`src/rtl/button_event_ctrl_pkg.sv`:
```
// Shared types for the button event controller: per-button FSM states and event codes.
package button_event_ctrl_pkg;

    typedef enum logic [2:0] {
        ST_IDLE   = 3'd0,
        ST_DB_PRS = 3'd1,
        ST_HELD   = 3'd2,
        ST_RPT    = 3'd3,
        ST_DB_REL = 3'd4
    } btn_state_t;

    typedef enum logic [1:0] {
        EVT_PRESS   = 2'd0,
        EVT_RELEASE = 2'd1,
        EVT_LONG    = 2'd2,
        EVT_REPEAT  = 2'd3
    } evt_code_t;

    function automatic int btn_w(input int n);
        return (n > 1) ? $clog2(n) : 1;
    endfunction

endpackage

```
`src/rtl/button_event_ctrl_if.sv`:
```
// Valid/ready key-event port: producer drives valid/btn/code, consumer drives ready.
interface button_event_ctrl_if #(
    parameter int N_BTN = 4
);
    import button_event_ctrl_pkg::*;

    localparam int BTN_W = (N_BTN > 1) ? $clog2(N_BTN) : 1;

    logic             valid;
    logic             ready;
    logic [BTN_W-1:0] btn;
    evt_code_t        code;

    modport master (output valid, btn, code, input ready);
    modport slave  (input valid, btn, code, output ready);

endinterface

```
`src/rtl/button_event_ctrl_timer_fsm.sv`:
```
// One button: 2-FF synchroniser, debounce/long/repeat timer FSM, single-cycle event raise.
module btn_timer_fsm
    import button_event_ctrl_pkg::*;
#(
    parameter int             CNT_W    = 20,
    parameter logic [CNT_W-1:0] DB_CYC   = 20'd500000,
    parameter logic [CNT_W-1:0] LONG_CYC = 20'd1000000,
    parameter logic [CNT_W-1:0] REP_CYC  = 20'd250000
) (
    input  logic      clk_i,
    input  logic      rst_i,
    input  logic      btn_n,
    output logic      raise,
    output evt_code_t code,
    output logic      held
);

    logic [1:0]       sync_q;
    logic             s;
    btn_state_t       state, state_d;
    logic [CNT_W-1:0] cnt, cnt_d;

    assign s = sync_q[1];

    always_ff @(posedge clk_i or posedge rst_i) begin
        if (rst_i) begin
            sync_q <= '0;
            state  <= ST_IDLE;
            cnt    <= '0;
        end else begin
            sync_q <= {sync_q[0], ~btn_n};
            state  <= state_d;
            cnt    <= cnt_d;
        end
    end

    always_comb begin
        state_d = state;
        cnt_d   = cnt + 1'b1;
        raise   = 1'b0;
        code    = EVT_PRESS;
        case (state)
            ST_IDLE: begin
                cnt_d = '0;
                if (s) state_d = ST_DB_PRS;
            end
            ST_DB_PRS: begin
                if (!s) begin
                    state_d = ST_IDLE;
                end else if (cnt == DB_CYC - 1'b1) begin
                    state_d = ST_HELD;
                    raise   = 1'b1;
                    code    = EVT_PRESS;
                end
            end
            ST_HELD: begin
                if (!s) begin
                    state_d = ST_DB_REL;
                end else if (cnt == LONG_CYC - 1'b1) begin
                    state_d = ST_RPT;
                    raise   = 1'b1;
                    code    = EVT_LONG;
                end
            end
            ST_RPT: begin
                if (!s) begin
                    state_d = ST_DB_REL;
                end else if (cnt == REP_CYC - 1'b1) begin
                    raise = 1'b1;
                    code  = EVT_REPEAT;
                    cnt_d = '0;
                end
            end
            ST_DB_REL: begin
                // A bounce back to pressed returns to HELD silently and restarts the long timer
                if (s) begin
                    state_d = ST_HELD;
                end else if (cnt == DB_CYC - 1'b1) begin
                    state_d = ST_IDLE;
                    raise   = 1'b1;
                    code    = EVT_RELEASE;
                end
            end
            default: state_d = ST_IDLE;
        endcase
        if (state_d != state) cnt_d = '0;
    end

    assign held = (state == ST_HELD) || (state == ST_RPT) || (state == ST_DB_REL);

endmodule

```
`src/rtl/button_event_ctrl.sv`:
```
// N debounced buttons -> one-deep pending slot per button -> round-robin -> registered valid/ready port.
module button_event_ctrl
    import button_event_ctrl_pkg::*;
#(
    parameter int               N_BTN    = 4,
    parameter int               CNT_W    = 20,
    parameter logic [CNT_W-1:0] DB_CYC   = 20'd500000,
    parameter logic [CNT_W-1:0] LONG_CYC = 20'd1000000,
    parameter logic [CNT_W-1:0] REP_CYC  = 20'd250000
) (
    input  logic                     clk_i,
    input  logic                     rst_i,
    input  logic [N_BTN-1:0]         btn_n_i,
    button_event_ctrl_if.master      evt,
    output logic [N_BTN-1:0]         held_o,
    output logic                     ovf_o,
    input  logic                     ovf_clr_i
);

    localparam int               BTN_W = btn_w(N_BTN);
    localparam logic [BTN_W:0]   NB    = (BTN_W + 1)'(N_BTN);

    logic [N_BTN-1:0] raise, pend, gnt_vec;
    evt_code_t        rcode [N_BTN];
    evt_code_t        pcode [N_BTN];

    logic             vld_q;
    logic [BTN_W-1:0] btn_q, rr, gnt_idx;
    evt_code_t        code_q;
    logic [BTN_W:0]   idx;
    logic             gnt_any, load, ovf_set;

    for (genvar i = 0; i < N_BTN; i++) begin : g_btn
        btn_timer_fsm #(
            .CNT_W   (CNT_W),
            .DB_CYC  (DB_CYC),
            .LONG_CYC(LONG_CYC),
            .REP_CYC (REP_CYC)
        ) u_fsm (
            .clk_i (clk_i),
            .rst_i (rst_i),
            .btn_n (btn_n_i[i]),
            .raise (raise[i]),
            .code  (rcode[i]),
            .held  (held_o[i])
        );
    end

    // First pending button after rr, wrapping
    always_comb begin
        gnt_any = 1'b0;
        gnt_idx = '0;
        idx     = '0;
        for (int k = 1; k <= N_BTN; k++) begin
            idx = {1'b0, rr} + (BTN_W + 1)'(k);
            if (idx >= NB) idx = idx - NB;
            if (!gnt_any && pend[idx[BTN_W-1:0]]) begin
                gnt_any = 1'b1;
                gnt_idx = idx[BTN_W-1:0];
            end
        end
    end

    assign load    = !vld_q || evt.ready;
    assign gnt_vec = (load && gnt_any) ? (N_BTN'(1) << gnt_idx) : '0;
    // A new raise on a slot that is moving out this cycle is not an overwrite
    assign ovf_set = |(raise & pend & ~gnt_vec);

    always_ff @(posedge clk_i or posedge rst_i) begin
        if (rst_i) begin
            pend <= '0;
            for (int i = 0; i < N_BTN; i++) pcode[i] <= EVT_PRESS;
        end else begin
            for (int i = 0; i < N_BTN; i++) begin
                if (raise[i]) begin
                    pend[i]  <= 1'b1;
                    pcode[i] <= rcode[i];
                end else if (gnt_vec[i]) begin
                    pend[i] <= 1'b0;
                end
            end
        end
    end

    always_ff @(posedge clk_i or posedge rst_i) begin
        if (rst_i) begin
            vld_q  <= 1'b0;
            btn_q  <= '0;
            code_q <= EVT_PRESS;
            rr     <= '0;
        end else if (load) begin
            vld_q <= gnt_any;
            if (gnt_any) begin
                btn_q  <= gnt_idx;
                code_q <= pcode[gnt_idx];
                rr     <= gnt_idx;
            end
        end
    end

    always_ff @(posedge clk_i or posedge rst_i) begin
        if (rst_i)          ovf_o <= 1'b0;
        else if (ovf_set)   ovf_o <= 1'b1;
        else if (ovf_clr_i) ovf_o <= 1'b0;
    end

    assign evt.valid = vld_q;
    assign evt.btn   = btn_q;
    assign evt.code  = code_q;

endmodule
```
`src/flat_wrapper.sv`:
```
// flat-port wrapper written by rule: the top's interface ports become plain ports
module button_event_ctrl_flat import button_event_ctrl_pkg::*;
#(
    parameter int               N_BTN    = 4,
    parameter int               CNT_W    = 20,
    parameter logic [CNT_W-1:0] DB_CYC   = 20'd500000,
    parameter logic [CNT_W-1:0] LONG_CYC = 20'd1000000,
    parameter logic [CNT_W-1:0] REP_CYC  = 20'd250000
)
  (clk_i, rst_i, btn_n_i, held_o, ovf_o, ovf_clr_i, evt_valid, evt_btn, evt_code, evt_ready);
  button_event_ctrl_if #(.N_BTN(N_BTN)) evt_i ();
  input  logic clk_i;
  input  logic rst_i;
  input  logic [N_BTN-1:0] btn_n_i;
  output logic [N_BTN-1:0] held_o;
  output logic ovf_o;
  input  logic ovf_clr_i;
  output wire logic [$bits(evt_i.valid)-1:0] evt_valid;
  output wire logic [$bits(evt_i.btn)-1:0] evt_btn;
  output wire logic [$bits(evt_i.code)-1:0] evt_code;
  input wire logic [$bits(evt_i.ready)-1:0] evt_ready;
  assign evt_valid = evt_i.valid;
  assign evt_btn = evt_i.btn;
  assign evt_code = evt_i.code;
  assign evt_i.ready = evt_ready;
  button_event_ctrl #(.N_BTN(N_BTN), .CNT_W(CNT_W), .DB_CYC(DB_CYC), .LONG_CYC(LONG_CYC), .REP_CYC(REP_CYC)) u_core (.clk_i(clk_i), .rst_i(rst_i), .btn_n_i(btn_n_i), .evt(evt_i), .held_o(held_o), .ovf_o(ovf_o), .ovf_clr_i(ovf_clr_i));
endmodule
```
`config.mk`:
```
export PLATFORM = sky130hd
export DESIGN_NAME = button_event_ctrl_flat
export DESIGN_NICKNAME = d
export VERILOG_FILES = /design/src/rtl/button_event_ctrl_pkg.sv /design/src/rtl/button_event_ctrl_if.sv /design/src/rtl/button_event_ctrl_timer_fsm.sv /design/src/rtl/button_event_ctrl.sv /design/src/flat_wrapper.sv
export SDC_FILE = /design/constraint.sdc
export NUM_CORES = 1
export LEC_CHECK = 0
export ABC_AREA = 0
export ABC_CLOCK_PERIOD_IN_PS = 4850
export BUFFER_PORTS_ARGS = -buffer_cell sky130_fd_sc_hd__buf_2
export CAP_MARGIN = 20
export CORE_MARGIN = 5
export CORE_UTILIZATION = 50
export DETAILED_ROUTE_END_ITERATION = 8
export GPL_TIMING_DRIVEN = 0
export PLACE_DENSITY = 0.69
export REMOVE_ABC_BUFFERS = 1
export SETUP_SLACK_MARGIN = 0.1
export SLEW_MARGIN = 20
export SYNTH_ARGS = -nofsm -noshare
export SYNTH_HDL_FRONTEND = slang
export SYNTH_HIERARCHICAL = 1
export SYNTH_SLANG_ARGS = --single-unit
export TNS_END_PERCENT = 10
```
`constraint.sdc`:
```
create_clock -name clk_i -period 4.85 [get_ports clk_i]
set_input_delay 0.485 -clock clk_i [delete_from_list [all_inputs] [get_ports clk_i]]
set_output_delay 0.485 -clock clk_i [all_outputs]
set_load 0.05 [all_outputs]
```
* Yosys cells after proc, flatten, opt, wreduce, memory -nomap -nowiden *
Cells that the tools add are included.

word-level totals
  output and inout bits = 10
  bits in registers = 118

cells by class
  multiplexer cells = 146
  add/sub/neg operators = 12
  bitwise gates (word level) = 8
  equal/unequal tests = 32
  shift-type cells = 1
  magnitude comparators = 9
  reductions and logical operators = 28

operators by type and width
  operator               number
  $mux 20                12
  $pmux 20 s2            4
  $mux 3                 32
  $add 20x1->20 const B  4
  $eq 20x18->1 const B   4
  $eq 20x19->1 const B   4
  $eq 20x20->1 const B   4
  $pmux 3 s5             4
  $mux 1                 54
  $mux 2                 26
  $eq 3x2->1 const B     8
  $pmux 2 s3             4
  $pmux 1 s4             4
  $ge 3x3->1 const B     5
  $eq 3x1->1 const B     4
  $eq 3x3->1 const B     4
  $logic_not 3->1        4
  $lt 2x3->1 const B     4
  $ne 3x3->1             4
  $reduce_bool 2->1      5
  $logic_or 1x1->1       9
  $and 4x4->4            2
  $bmux 1 s2             4
  $sub 2x1->2 const B    4
  other kinds (13)       23

* Depth between registers and ports, before layout *
  depth in word-level cells = 21
  depth in mapped cells = 9

* Hierarchy *
The synthesis kept the hierarchy.

by module, submodules not included
  module                                     seq. area each (µm²)  instances  area an instance (µm²)  cells an instance
  btn_timer_fsm (u_core.g_btn[0].u_fsm ...)  625.6                 3          1393.8                  144
  btn_timer_fsm (u_core.g_btn[3].u_fsm)      625.6                 1          1376.3                  137
  button_event_ctrl                          450.4                 1          857.1                   71

* Worst setup path after synthesis *
Ideal clock, no wire load.

  path kind = register to register
  start = reg u_core.g_btn[3].u_fsm.state[1]
  end = reg u_core/pcode[0] (netlist bit)
  clock period less this slack = 2695 ps
  data required time = 4725 ps
  data arrival time = 2570 ps
  stages on the path, launching flop included = 6
  slack = 2155 ps
  path buffers = 0
  cell sequence = dfrtp_1 -> nand2b_1 -> o21ai_0 -> o211a_1 -> a21o_1 -> mux2_2

between the ends
  longest elaborated chain between the ends = 2
  elaborated cells on any way between the ends = 6
  those cells by class = eq/ne: 4; mux: 2

ends and longest elaborated chain
  item                                      RTL line                           text
  from (decl)                               button_event_ctrl_timer_fsm.sv:20  btn_state_t state, state_d;
  from (signal assigned)                    button_event_ctrl_timer_fsm.sv:32  state <= state_d;
  $eq 3x3->1, or another cell as far along  button_event_ctrl_timer_fsm.sv:42  case (state)
  $pmux 1 s4 *                              button_event_ctrl_timer_fsm.sv:42
  net u_core.raise[3]                       button_event_ctrl.sv:23            logic [N_BTN-1:0] raise, pend, gnt_vec;
  to (signal, indexed assignment)           button_event_ctrl.sv:77            pcode[i] <= rcode[i];
  to (decl)                                 button_event_ctrl.sv:25            evt_code_t pcode [N_BTN];

The timed path passes the listed nets; every way through them passes the cells marked *.
A chain may end at the register's enable or synchronous reset.

* Worst setup path in the final report *
  start = reg u_core.g_btn[0].u_fsm.cnt[0]
  end = reg u_core/pcode[6] (netlist bit)

between the ends
  longest elaborated chain between the ends = 4
  elaborated cells on any way between the ends = 16
  those cells by class = eq/ne: 3; mux: 13

ends and longest elaborated chain
  item                                        RTL line                                                              text
  from (decl)                                 button_event_ctrl_timer_fsm.sv:21                                     logic [CNT_W-1:0] cnt, cnt_d;
  from (signal assigned)                      button_event_ctrl_timer_fsm.sv:33                                     cnt <= cnt_d;
  $eq 20x19->1, or another cell as far along  button_event_ctrl_timer_fsm.sv:50, button_event_ctrl_timer_fsm.sv:78
  $mux 1 (on tied branches) (2 in a row)      --
  $pmux 1 s4 *                                button_event_ctrl_timer_fsm.sv:42
  net u_core.raise[0]                         button_event_ctrl.sv:23

Marked as above.

==> reports/results.txt <==
Die height: 123 µm
Period Utilization, post-route: 0.590
Critical Path RT: 5.15 ns
Maximum Capacitance Violations: 0
Area of the core: 12600 µm²
Total track usage: 0.192
Post-route standard cell area excluding fillers: 7220 µm²
Library cell used as clock root buffer: clkbuf_16
Antenna diodes: 0
Crit. End Element: flop
Number of standard cells in the final layout excluding fillers: 832
Placed cell count: 801
Post-DRT Antenna Nets: 0
Number of port buffers: 17
Num rows: 41
I/O pin cnt: 18
Total Power: 2.35 mW
Global-route wire length before repair: 23400 µm
Final-report setup violation count: 0
Detailed-placement wirelength estimate: 8850 µm
Clock tree from TritonCTS: done
Crit Path Category: flop to flop
Setup crit start kind: flop
Total number of clock tree sinks: 118
Top cells by area, synth: dfrtp_1, xnor2_1, nor4_1
Largest net degree at the start of global routing: 26
Most common library cells after synthesis: dfrtp_1, nor2_1, nor4_1, xnor2_1, nor3_1
Initial core utilization: 0.508
Initial antenna violation count: 0
Post-cts hold buffer count: 0
Worst-case clock skew: 0.00721 ns
Clock-pin transition on the worst setup and hold timing paths: 0.05 ns
Class of the most critical hold timing path: input port to asynchronous set/reset pin
Syn-to-layout area delta: 12.5%
Instance area at placement: 6580 µm²
CTS Buffer Depth: 2
Number of setup buffers added after CTS: 0
Fraction of layout cells with a size suffix above 1: 0.135
Die width: 123 µm
Cells after synthesis: 640
Number of flops mapped to enable cells by yosys: 0
Peak fanout along the critical path: 22
Largest area contributor in the synthesized netlist: dfrtp_1
GPL Wtd Cong: 0.882
Mean number of vias per cell: 5.89
Leakage power figure: 2.96 nW
Detailed Route Iter0 Violations: 350
Highest clock rate: 349 MHz
Final-report hold violation count: 0
Data arrival time of the critical path: 3.16 ns
Setup TNS after final layout: 0 ns
Unrepaired setup endpoints after global routing: false
Predominant post-synthesis flop cell: dfrtp_1
Synthesized area per cell: 10.0 µm²
Fraction of registers with async set/reset: 1.00
Via count of the first global-routing pass: 4872
Seq/Total Area, Yosys: 0.460
DRT Wirelength: 13400 µm
Outcome: complete, no violations
Power density over the cells: 326 nW/µm²
Portion of synthesized cell area occupied by the leading cell type: 0.460
Post-route minimum period: 2.86 ns
Total DRC errors in the routed layout: 0
Wire length per cell after detailed routing: 16.1 µm
First-pass detailed-route iteration total: 6
Number of gates resized after cts: 0
Number of fill cells in the layout: 1095
Total CTS buffers: 17
Synth Register Bits: 118
Largest vdd supply drop: 256 µV
Post-synthesis instance area: 6410 µm²
Number of vias in the routed layout: 4904
Slew at the pin with the worst max-slew slack: 0.958 ns
Ys Warns: 6
Full die area: 15200 µm²
Remaining global-route overflow: 0
Most repeated cell in the gate-level netlist after synthesis: dfrtp_1
Clock network latency to the later pin of the worst-skew pair: 0.41 ns
Relative slew margins: 0.361
Max-slew violation count: 0
H-tree depth: 4
Number of unique standard cell types used by synthesis: 59
Final nets: 661
==> sequential cells by signal, summed over array words and instances, names as in the netlist <==
name and count:
u_core/pcode 8, u_core/pend 4, u_core/evt.valid 1, u_core/g_btn.u_fsm/sync_q 8, u_core/ovf_o 1, u_core/rr 2, u_core/g_btn.u_fsm/state 12, u_core/g_btn.u_fsm/cnt 80
u_core/evt.code 2
==> critical path, stage by stage (launching register included) <==
cell and delay [ns]:
dfrtp_1 0.38, ha_1 0.20, and3_1 0.28, nand4_1 0.31, nor3_4 0.81, o21ai_0 0.19, nand2b_1 0.22, mux2_2 0.35
==> worst paths after layout <==
kind	from	to	slack [ns]	cells past startpoint
max reg2reg	u_core/g_btn[0].u_fsm/cnt[0]	u_core/pcode[6]	1.99	7
min in group clk_i	btn_n_i[3]	u_core/g_btn[3].u_fsm/sync_q[0]	0.21	2
min	rst_i	u_core/g_btn[0].u_fsm/cnt[5]	0.11	2
min reg2reg	u_core/g_btn[0].u_fsm/sync_q[0]	u_core/g_btn[0].u_fsm/sync_q[1]	0.36	0
max	u_core/g_btn[0].u_fsm/cnt[0]	u_core/pcode[6]	1.99	7
max in group asynchronous	rst_i	u_core/g_btn[3].u_fsm/cnt[11]	3.90	2
==> per-stage QoR <==
stage / hold slack [ns] / utilization / setup WS, ns
global placement: 0.336 / 0.520 / 1.74
finish: 0.106 / 0.572 / 1.99
floorplan: 0.331 / - / 2.16
CTS: 0.192 / 0.570 / 2.03
global route: 0.124 / 0.572 / 1.79
detailed placement: 0.342 / 0.521 / 2.05
==> report_power, final <==
group / total, mW / internal, mW / switching, mW
clock network: 1.30 / 0.877 / 0.418
registers: 1.01 / 0.994 / 0.0110
logic: 0.0511 / 0.0130 / 0.0381
total: 2.35 / 1.88 / 0.467
==> cells by family after synthesis <==
group	share of synthesized area
adder cells (fa/ha/maj)	0.00780
multiplexers	0.0259
buffers and inverters	0.0376
flip-flops	0.460
XOR/XNOR	0.0983
AO/OA/AOI/OAI	0.0622
AND/OR/NAND/NOR	0.308
==> layout make-up <==
| cell class | instances | area (µm²) | area share |
|---|---|---|---|
| multi-input combinational | 471 | 3240 | 0.449 |
| sequential | 118 | 2950 | 0.409 |
| clock buffer | 21 | 460 | 0.0638 |
| tap | 172 | 215 | 0.0298 |
| clock inverter | 9 | 151 | 0.0210 |
| timing repair buffer | 18 | 113 | 0.0156 |
| inverter | 23 | 86.3 | 0.0120 |
==> layer usage <==
layer  vias up  GRT usage  part of all wire
met4         0     0.0782             0.016
li1       2343          -                 -
met5         -          0                 0
met2       125      0.304              0.48
met3        20     0.0425             0.040
met1      2416      0.257              0.46
==> layout by cell type (no fill, tap or decap), types with 12 or more instances in the layout <==
cell type  count
xnor2_1       42
nor3_1        41
dfrtp_1      118
xor2_1        30
clkbuf_16     17
inv_1         22
nand2b_1      18
buf_2         17
nand4_1       28
and2_1        12
nand2_1       29
nor2_1        47
nor4_1        42
and4_1        13
nand3_1       36
mux2_2        13
No activity file was read; power rests on OpenSTA's default activity.
